===== src/rtl/seven_segment_decoder.sv =====
// Recovers hex nibbles from a scanned seven-segment bus once each digit's pattern is stable.
// Optional decimal-point capture is enabled with `define SEVEN_SEGMENT_DECODER_DP_EN.
module seven_segment_decoder #(
  parameter int N_DIGITS      = 4,
  parameter int STABLE_CYCLES = 4
) (
  input  logic                    i_CLK,
  input  logic                    i_RESET,
  input  logic [6:0]              i_SEVEN_SEGMENT_NUMBER,
  input  logic                    i_COMMON_ANOD,
  input  logic [N_DIGITS-1:0]     i_DIGIT_ENABLE,
`ifdef SEVEN_SEGMENT_DECODER_DP_EN
  input  logic                    i_DECIMAL_POINT,
  output logic [N_DIGITS-1:0]     o_DP_FLAGS,
`endif
  output logic [4*N_DIGITS-1:0]   o_FOUR_BIT_NUMBERS,
  output logic [N_DIGITS-1:0]     o_DIGIT_VALID,
  output logic                    o_UPDATE,
  output logic                    o_ERROR
);

  localparam int IDXW = (N_DIGITS > 1) ? $clog2(N_DIGITS) : 1;
  localparam int SW   = IDXW + 8;

  typedef enum logic [1:0] {IDLE, TRACK, HELD} state_e;

  logic [6:0]            lit;
  logic                  dpLit;
  logic [IDXW-1:0]       enIdx;
  logic                  sampleValid;
  logic                  isNew;
  logic                  commitNow;
  logic [SW-1:0]         curSample;
  logic [3:0]            decNib;
  logic                  decHit;
  logic                  decBlank;

  state_e                state_q;
  logic [7:0]            runCount_q;
  logic [SW-1:0]         sample_q;
  logic [4*N_DIGITS-1:0] nibbles_q;
  logic [N_DIGITS-1:0]   digitValid_q;
  logic                  update_q;
  logic                  error_q;

  assign lit = i_COMMON_ANOD ? ~i_SEVEN_SEGMENT_NUMBER : i_SEVEN_SEGMENT_NUMBER;

`ifdef SEVEN_SEGMENT_DECODER_DP_EN
  logic [N_DIGITS-1:0]   dpFlags_q;
  assign dpLit      = i_COMMON_ANOD ? ~i_DECIMAL_POINT : i_DECIMAL_POINT;
  assign o_DP_FLAGS = dpFlags_q;
`else
  assign dpLit = 1'b0;
`endif

  assign sampleValid = ($countones(i_DIGIT_ENABLE) == 1);

  always_comb begin
    enIdx = '0;
    for (int k = 0; k < N_DIGITS; k++) begin
      if (i_DIGIT_ENABLE[k]) enIdx = IDXW'(k);
    end
  end

  assign curSample = {enIdx, dpLit, lit};
  assign isNew     = (state_q == IDLE) || (curSample != sample_q);
  // A repeat in TRACK commits when it would bring the run up to STABLE_CYCLES.
  assign commitNow = sampleValid &&
                     (isNew ? (STABLE_CYCLES == 1)
                            : ((state_q == TRACK) && (runCount_q == 8'(STABLE_CYCLES - 1))));

  always_comb begin
    decHit = 1'b1;
    decNib = 4'h0;
    case (lit)
      7'h3F: decNib = 4'h0;
      7'h06: decNib = 4'h1;
      7'h5B: decNib = 4'h2;
      7'h4F: decNib = 4'h3;
      7'h66: decNib = 4'h4;
      7'h6D: decNib = 4'h5;
      7'h7D: decNib = 4'h6;
      7'h07: decNib = 4'h7;
      7'h7F: decNib = 4'h8;
      7'h6F: decNib = 4'h9;
      7'h77: decNib = 4'hA;
      7'h7C: decNib = 4'hB;
      7'h39: decNib = 4'hC;
      7'h5E: decNib = 4'hD;
      7'h79: decNib = 4'hE;
      7'h71: decNib = 4'hF;
      default: decHit = 1'b0;
    endcase
  end

  assign decBlank = (lit == 7'h00);

  always_ff @(posedge i_CLK) begin
    if (i_RESET) begin
      state_q      <= IDLE;
      runCount_q   <= 8'd0;
      sample_q     <= '0;
      nibbles_q    <= '0;
      digitValid_q <= '0;
      update_q     <= 1'b0;
      error_q      <= 1'b0;
`ifdef SEVEN_SEGMENT_DECODER_DP_EN
      dpFlags_q    <= '0;
`endif
    end else begin
      update_q <= 1'b0;
      error_q  <= 1'b0;
      if (!sampleValid) begin
        state_q    <= IDLE;
        runCount_q <= 8'd0;
      end else if (isNew) begin
        sample_q   <= curSample;
        runCount_q <= 8'd1;
        state_q    <= (STABLE_CYCLES == 1) ? HELD : TRACK;
      end else if (state_q == TRACK) begin
        runCount_q <= runCount_q + 8'd1;
        if (commitNow) state_q <= HELD;
      end
      // Blank and illegal patterns both invalidate the digit but keep its last nibble.
      if (commitNow) begin
        if (decHit) begin
          nibbles_q[4*int'(enIdx) +: 4] <= decNib;
          digitValid_q[enIdx]           <= 1'b1;
          update_q                      <= 1'b1;
        end else begin
          digitValid_q[enIdx] <= 1'b0;
          error_q             <= !decBlank;
        end
`ifdef SEVEN_SEGMENT_DECODER_DP_EN
        dpFlags_q[enIdx] <= dpLit;
`endif
      end
    end
  end

  assign o_FOUR_BIT_NUMBERS = nibbles_q;
  assign o_DIGIT_VALID      = digitValid_q;
  assign o_UPDATE           = update_q;
  assign o_ERROR            = error_q;

endmodule


===== config.mk =====
export PLATFORM = sky130hd
export DESIGN_NAME = seven_segment_decoder
export DESIGN_NICKNAME = d
export VERILOG_FILES = /design/src/rtl/seven_segment_decoder.sv
export SDC_FILE = /design/constraint.sdc
export NUM_CORES = 1
export LEC_CHECK = 0
export BUFFER_PORTS_ARGS = -buffer_cell sky130_fd_sc_hd__buf_2
export CORE_UTILIZATION = 30
export CTS_CLUSTER_SIZE = 24
export DETAILED_ROUTE_END_ITERATION = 16
export PLACE_DENSITY = 0.49
export SLEW_MARGIN = 40
export SYNTH_ARGS = -nofsm -noshare
export SYNTH_HDL_FRONTEND = slang
export SYNTH_SLANG_ARGS = --single-unit
export TNS_END_PERCENT = 20

===== constraint.sdc =====
create_clock -name i_CLK -period 2.6 [get_ports i_CLK]
set_input_delay 0.39 -clock i_CLK [delete_from_list [all_inputs] [get_ports i_CLK]]
set_output_delay 0.39 -clock i_CLK [all_outputs]
set_load 0.02 [all_outputs]

==> results of run 1 <==
==> registers in the layout, indices dropped and copies added, names as in the netlist, named ones only <==
| name | flops |
|---|---|
| o_FOUR_BIT_NUMBERS | 16 |
| sample_q | 9 |
| runCount_q | 8 |
| state_q | 2 |
| o_ERROR | 1 |
| o_UPDATE | 1 |
==> layout make-up <==
cell class / instances / share of cell area
multi-input cells: 241 / 0.525
flip-flops and latches: 41 / 0.251
repair buffers: 64 / 0.130
well taps: 108 / 0.0413
inverters: 19 / 0.0218
clock buffers: 5 / 0.0210
clock inverters: 2 / 0.0107
==> metrics by stage <==
stage / setup slack [ns] / setup TNS (ns)
after floorplan: 0.00125 / 0
after global placement: -0.209 / -5.12
after detailed placement: -0.241 / -5.67
after CTS: 0.0467 / 0
after global routing: 0.0194 / 0
final: 0.127 / 0
==> metal layers <==
layer  up-vias  GRT usage
met5         -          0
met4         0     0.0286
met3         6     0.0292
met2        55      0.251
met1      1155      0.225
li1       1286          -
==> synthesized netlist by cell type, types with 3 or more instances <==
| library cell | n | share of area |
|---|---|---|
| inv_1 | 19 | 0.027 |
| o21ai_0 | 5 | 0.0094 |
| nand3b_1 | 3 | 0.0085 |
| nand2b_1 | 5 | 0.012 |
| nor2b_1 | 6 | 0.014 |
| o2bb2ai_1 | 17 | 0.056 |
| buf_2 | 11 | 0.021 |
| buf_4 | 3 | 0.0085 |
| a31oi_4 | 3 | 0.024 |
| nor4b_1 | 3 | 0.0099 |
| or3_1 | 3 | 0.0070 |
| a21oi_1 | 11 | 0.021 |
| a211oi_1 | 10 | 0.028 |
| o21ai_1 | 4 | 0.0075 |
| nor2_1 | 38 | 0.054 |
| ha_1 | 7 | 0.033 |
| nand3_1 | 17 | 0.032 |
| xnor2_1 | 12 | 0.039 |
| a31oi_1 | 3 | 0.0070 |
| nand2_1 | 18 | 0.025 |
| xor2_1 | 11 | 0.036 |
| o22ai_1 | 7 | 0.016 |
| nor4_1 | 4 | 0.0094 |
| nor3_1 | 4 | 0.0075 |
| clkbuf_1 | 5 | 0.0070 |
| nand4_1 | 6 | 0.014 |
| dfxtp_1 | 41 | 0.31 |
==> power by group through the flow <==
stage	Clock (W)	Combinational, W	Sequential [W]
2_1_floorplan	0	0.000235	0.000684
3_3_place_gp	0	0.000324	0.000687
3_5_place_dp	0	0.000325	0.000688
4_1_cts	0.000507	0.000326	0.000673
5_1_grt	0.000531	0.000369	0.000677
6_report	0.000490	0.000331	0.000673
==> cell usage in the layout (no fill, tap or decap), drive strengths merged, types with 7 or more instances in the layout <==
master / Yosys / routed
buf: 18 / 64
dfxtp: 41 / 41
nor2: 39 / 39
inv: 19 / 19
nand2: 18 / 18
nand3: 18 / 18
o2bb2ai: 17 / 17
xnor2: 12 / 12
xor2: 11 / 11
a21oi: 11 / 11
a211oi: 10 / 10
o21ai: 9 / 9
o22ai: 7 / 7
ha: 7 / 7
==> worst max path at each step <==
stage | slack (ns) | end | depth (start not counted) | startpoint
2_1_floorplan | 0.001 | o_FOUR_BIT_NUMBERS[12]$_SDFFE_PP0P_ | 13 | i_DIGIT_ENABLE[0]
3_3_place_gp | -0.21 | o_FOUR_BIT_NUMBERS[13]$_SDFFE_PP0P_ | 15 | i_DIGIT_ENABLE[0]
3_5_place_dp | -0.24 | o_FOUR_BIT_NUMBERS[8]$_SDFFE_PP0P_ | 13 | i_DIGIT_ENABLE[0]
4_1_cts | 0.05 | o_FOUR_BIT_NUMBERS[4]$_SDFFE_PP0P_ | 13 | i_DIGIT_ENABLE[0]
5_1_grt | 0.02 | o_FOUR_BIT_NUMBERS[4]$_SDFFE_PP0P_ | 15 | i_DIGIT_ENABLE[3]
6_report | 0.13 | o_FOUR_BIT_NUMBERS[8]$_SDFFE_PP0P_ | 13 | i_DIGIT_ENABLE[3]
==> kinds of logic after synthesis <==
group,share of synthesized area
compound gates,0.243
xor+xnor,0.0756
fa+ha+maj,0.0404
buf+inv,0.0742
flops,0.308
mux,0.00376
simple gates,0.255
==> repair_timing <==
action                                  in CTS  in global routing
setup buffers                                0                  1
endpoints found under the setup margin       0                 26
resized for setup                            0                 13
==> flow_metrics.tcl, run 1 <==
set metrics [dict create \
    r2r_cells 9 \
    via_per_inst 5.21 \
    synth.avg_cell_area_sq_um 8.23 \
    synth-seq-cells 41 \
    worstPathCellList "buf_6 -> inv_2 -> fa_1 -> inv_1 -> ha_2 -> ha_4 -> nor2_1 -> nand2_1 -> nor2_1 -> nand3_2 -> or3_4 -> a21o_4 -> o2bb2ai_1" \
    p_switching_w 0.000420 \
    cts_buffer_depth 2 \
    post-route-min-period_ns 2.47 \
    ant_nets 0 \
    area_growth_pct 22.8 \
    synth_edf_count 0 \
    swShare 0.281 \
    topRoutingLayerUsed "met4" \
    fmax_ghz 0.404 \
    clock_latency_ns 0.29 \
    comb_power_share 0.221 \
    slowest_delay_ns 0.53 \
    p_int_w 0.00108 \
    dp.cells 472 \
    cp_max_fo 5 \
    register_area_sq_um 821 \
    synth_nets 346 \
    min_path_type "reg2reg" \
    hold-worst-slack_ns 0.462 \
    rsz0062_at_grt "no" \
    yosys_warnings 0 \
    grt_pass1_vias 2358 \
    max-vdd-ir-drop_uv 260 \
    grt_pass1_wl_microns 11400 \
    nFillCells 934 \
    min_to "o_FOUR_BIT_NUMBERS[8]$_SDFFE_PP0P_" \
    crit_path_end_kind "flip-flop" \
    slew_headroom 0.662 \
    utilization 0.377 \
    cts_root_buf "clkbuf_8" \
    skew_ns 0.00511 \
    rows 34 \
    arrival_ns 2.70 \
    cts_tree "built" \
    worstMarginPinSlew_ns 0.507 \
    hpwl_microns 5190 \
    cp_top_family "adder cells" \
    layout-drive-gt1-share 0.258 \
    min_from "o_FOUR_BIT_NUMBERS[8]$_SDFFE_PP0P_" \
    globalRouteOverflowTotal 0 \
    first_iter_violations 139 \
    die_area_sq_um 9260 \
    cts_buffers 5 \
    grt_use_total 0.159 \
    maxSlewViolCount 0 \
    hold_depth 1 \
    route.vias.total 2502 \
    crit_type "in2reg" \
    core-area_sq_um 8680 \
    drc_errors 0 \
    min_period_over_period 0.951 \
    die_h_microns 96.3 \
    syn-cell-area_sq_um 2670 \
    final-instance-count-excl-fill 480 \
    grt_max_degree 24 \
    start_util 0.307 \
    num_io_pins 36 \
    path_common_cell "nor2_1" \
    ctsHoldBuffers 0 \
    drv_cap 0 \
    hold_viol_final 0 \
    ys_async_sr_fraction 0 \
    met1_length_microns 3500 \
    power_leakage_nw 1.23 \
    multi_input_area_sq_um 1720 \
    pwr-share-clk 0.328 \
    nNetsFinal 394 \
    io_buffers 35 \
    setup_viol 0 \
    start_kind "input port" \
    synth_flop_cell "dfxtp_1" \
    wl_met2_microns 3090 \
    cp_slowest_cell "fa_1" \
    antenna_found_initial 0 \
    r2r_setup_slack_ns 0.24 \
    worstReg2RegStart "sample_q[1]$_SDFFE_PP0P_" \
    ys_types 63 \
    powerDensity_nw_per_um2 457 \
    wl_met3_microns 250 \
    antenna_cells 0 \
    p_seq_frac 0.450 \
    gp_congestion 0.845 \
    syn_inst 324 \
    worst_ep_required_time_ns 2.82 \
    critPathBufInv 3 \
    chipWidth_microns 96.3 \
    r2r_end "o_FOUR_BIT_NUMBERS[6]$_SDFFE_PP0P_" \
    drt-total-wl_microns 6900 \
    status "finished clean" \
    path_clk_slew_ns 0.08 \
    power_w 0.00149 \
    final_area_sq_um 3270 \
    wl_per_cell_microns 14.4 \
    seq_area_frac_synth 0.308 \
    dr.pass1.iters 4 \
    htree_levels 2 \
    clock_sinks 41 \
    dpl_cell_area_sq_um 3090 \
]
No activity file was read; power rests on OpenSTA's default activity.
==> run 2, diff against run 1 <==
==> constraint.sdc (replaced) <==
create_clock -name i_CLK -period 2.6 [get_ports i_CLK]
set_input_delay 0.26 -clock i_CLK [delete_from_list [all_inputs] [get_ports i_CLK]]
set_output_delay 0.26 -clock i_CLK [all_outputs]
set_load 0.02 [all_outputs]
==> flow_metrics.tcl, run 2 (synthesis results as in run 1) <==
set metrics [dict create \
    status "finished clean" \
    largest_reg_flops 16 \
    r2r_cells 7 \
    grt_pass1_wl_microns 11200 \
    cts_buffers 5 \
    antenna_cells 0 \
    place_ws_ns -0.171 \
    gp_congestion 0.852 \
    skew_ns 0.0105 \
    rows 34 \
    cts_tree "built" \
    final_cell_mix "41 x dfxtp_1, 38 x nor2_1, 35 x buf_2, 24 x buf_4, 19 x inv_1" \
    powerDensity_nw_per_um2 482 \
    dp.cells 470 \
    final_area_sq_um 3190 \
    antenna_found_initial 0 \
    clock_sinks 41 \
    die_area_sq_um 9260 \
    first_iter_violations 115 \
    grt_use_total 0.155 \
    clock_latency_ns 0.30 \
    core-area_sq_um 8680 \
    grt_max_degree 24 \
    final-instance-count-excl-fill 478 \
    drv_cap 0 \
    path_clk_slew_ns 0.08 \
    max-vdd-ir-drop_uv 205 \
    setup_viol 0 \
    nFillCells 936 \
    layout_setup_ws_ns 0.200 \
    route.vias.total 2476 \
    htree_levels 2 \
    worstMarginPinSlew_ns 0.512 \
    ctsHoldBuffers 0 \
    globalRouteOverflowTotal 0 \
    worst_ep_required_time_ns 2.83 \
    power_leakage_nw 1.21 \
    arrival_ns 2.63 \
    io_buffers 35 \
    area_growth_pct 19.9 \
    slowest_delay_ns 0.53 \
    crit_type "in2reg" \
    dpl_cell_area_sq_um 3070 \
    ant_nets 0 \
    worstPathCellList "buf_2 -> inv_1 -> fa_1 -> inv_1 -> ha_1 -> ha_1 -> nor2_1 -> nand2_1 -> nor2_1 -> nand3_2 -> or3_4 -> a21o_1 -> o2bb2ai_1" \
    post-route-min-period_ns 2.40 \
    crit_path_end_kind "flip-flop" \
    cts_root_buf "clkbuf_8" \
    cp_top_family "adder cells" \
    hpwl_microns 5220 \
    wl_per_cell_microns 14.3 \
    die_h_microns 96.3 \
    cts_buffer_depth 2 \
    num_io_pins 36 \
    min_period_over_period 0.923 \
    slew_headroom 0.659 \
    critPathBufInv 3 \
    chipWidth_microns 96.3 \
    drc_errors 0 \
    maxSlewViolCount 0 \
    start_kind "input port" \
    start_util 0.307 \
    cp.depth 13 \
    cp_max_fo 5 \
    dr.pass1.iters 4 \
    layout-drive-gt1-share 0.222 \
    hold_depth 3 \
    grt_pass1_vias 2273 \
    via_per_inst 5.18 \
    hold_viol_final 0 \
    cp_slowest_cell "fa_1" \
    fmax_ghz 0.417 \
    layout_commonest_cell "dfxtp_1" \
    min_path_type "in2reg" \
    nNetsFinal 391 \
    drt-total-wl_microns 6820 \
]
run 2: worst paths after layout:
path,start,to,slack (ns)
worst max-delay path,i_DIGIT_ENABLE[0],o_FOUR_BIT_NUMBERS[4]$_SDFFE_PP0P_,0.20
worst min-delay path,i_SEVEN_SEGMENT_NUMBER[6],sample_q[6]$_SDFFE_PP0P_,0.37
worst max register to register,sample_q[1]$_SDFFE_PP0P_,o_FOUR_BIT_NUMBERS[4]$_SDFFE_PP0P_,0.28
worst min register to register,state_q[0]$_SDFFE_PP0P_,state_q[0]$_SDFFE_PP0P_,0.46
run 2: layout make-up:
class	instances	area, sq um	area share
timing repair buffer	61	395	0.124
clock buffer	6	82.6	0.0259
sequential	41	821	0.257
multi-input combinational	241	1650	0.517
clock inverter	2	37.5	0.0118
inverter	19	71.3	0.0223
tap	108	135	0.0423
run 2: where the power goes:
group / leakage, nW / switching, W / internal (W)
registers: 0.332 / 0.0000184 / 0.000654
logic: 0.819 / 0.000185 / 0.000133
clock network: 0.0574 / 0.000236 / 0.000312
total: 1.21 / 0.000440 / 0.00110
run 2: worst reg2reg max path: stages, from the launching register on:
cell	delay, ns
dfxtp_1	0.32
xor2_1	0.17
or3_1	0.37
a2111oi_2	0.44
nand2_1	0.18
or3_4	0.43
a21o_1	0.22
o2bb2ai_1	0.13
run 2: repair_timing:
item                                    4_1_cts  5_1_grt
hold endpoints to repair                      0        0
endpoints found under the setup margin        0       12
buffers inserted                              0        0
resized for setup                             0        1
run 2: through the flow:
step | util | hold slack, ns | setup TNS (ns) | power [W]
2_1_floorplan | - | 0.435 | 0 | 0.000919
3_3_place_gp | 0.354 | 0.444 | -1.18 | 0.00100
3_5_place_dp | 0.354 | 0.441 | -3.36 | 0.00101
4_1_cts | 0.368 | 0.371 | 0 | 0.00156
5_1_grt | 0.368 | 0.393 | -0.0362 | 0.00162
6_report | 0.368 | 0.370 | 0 | 0.00154
run 2: layer usage:
layer  routed length (microns)  track usage
met3                       267       0.0332
met2                      3060        0.238
met5                         0            0
met4                        68       0.0361
met1                      3420        0.218
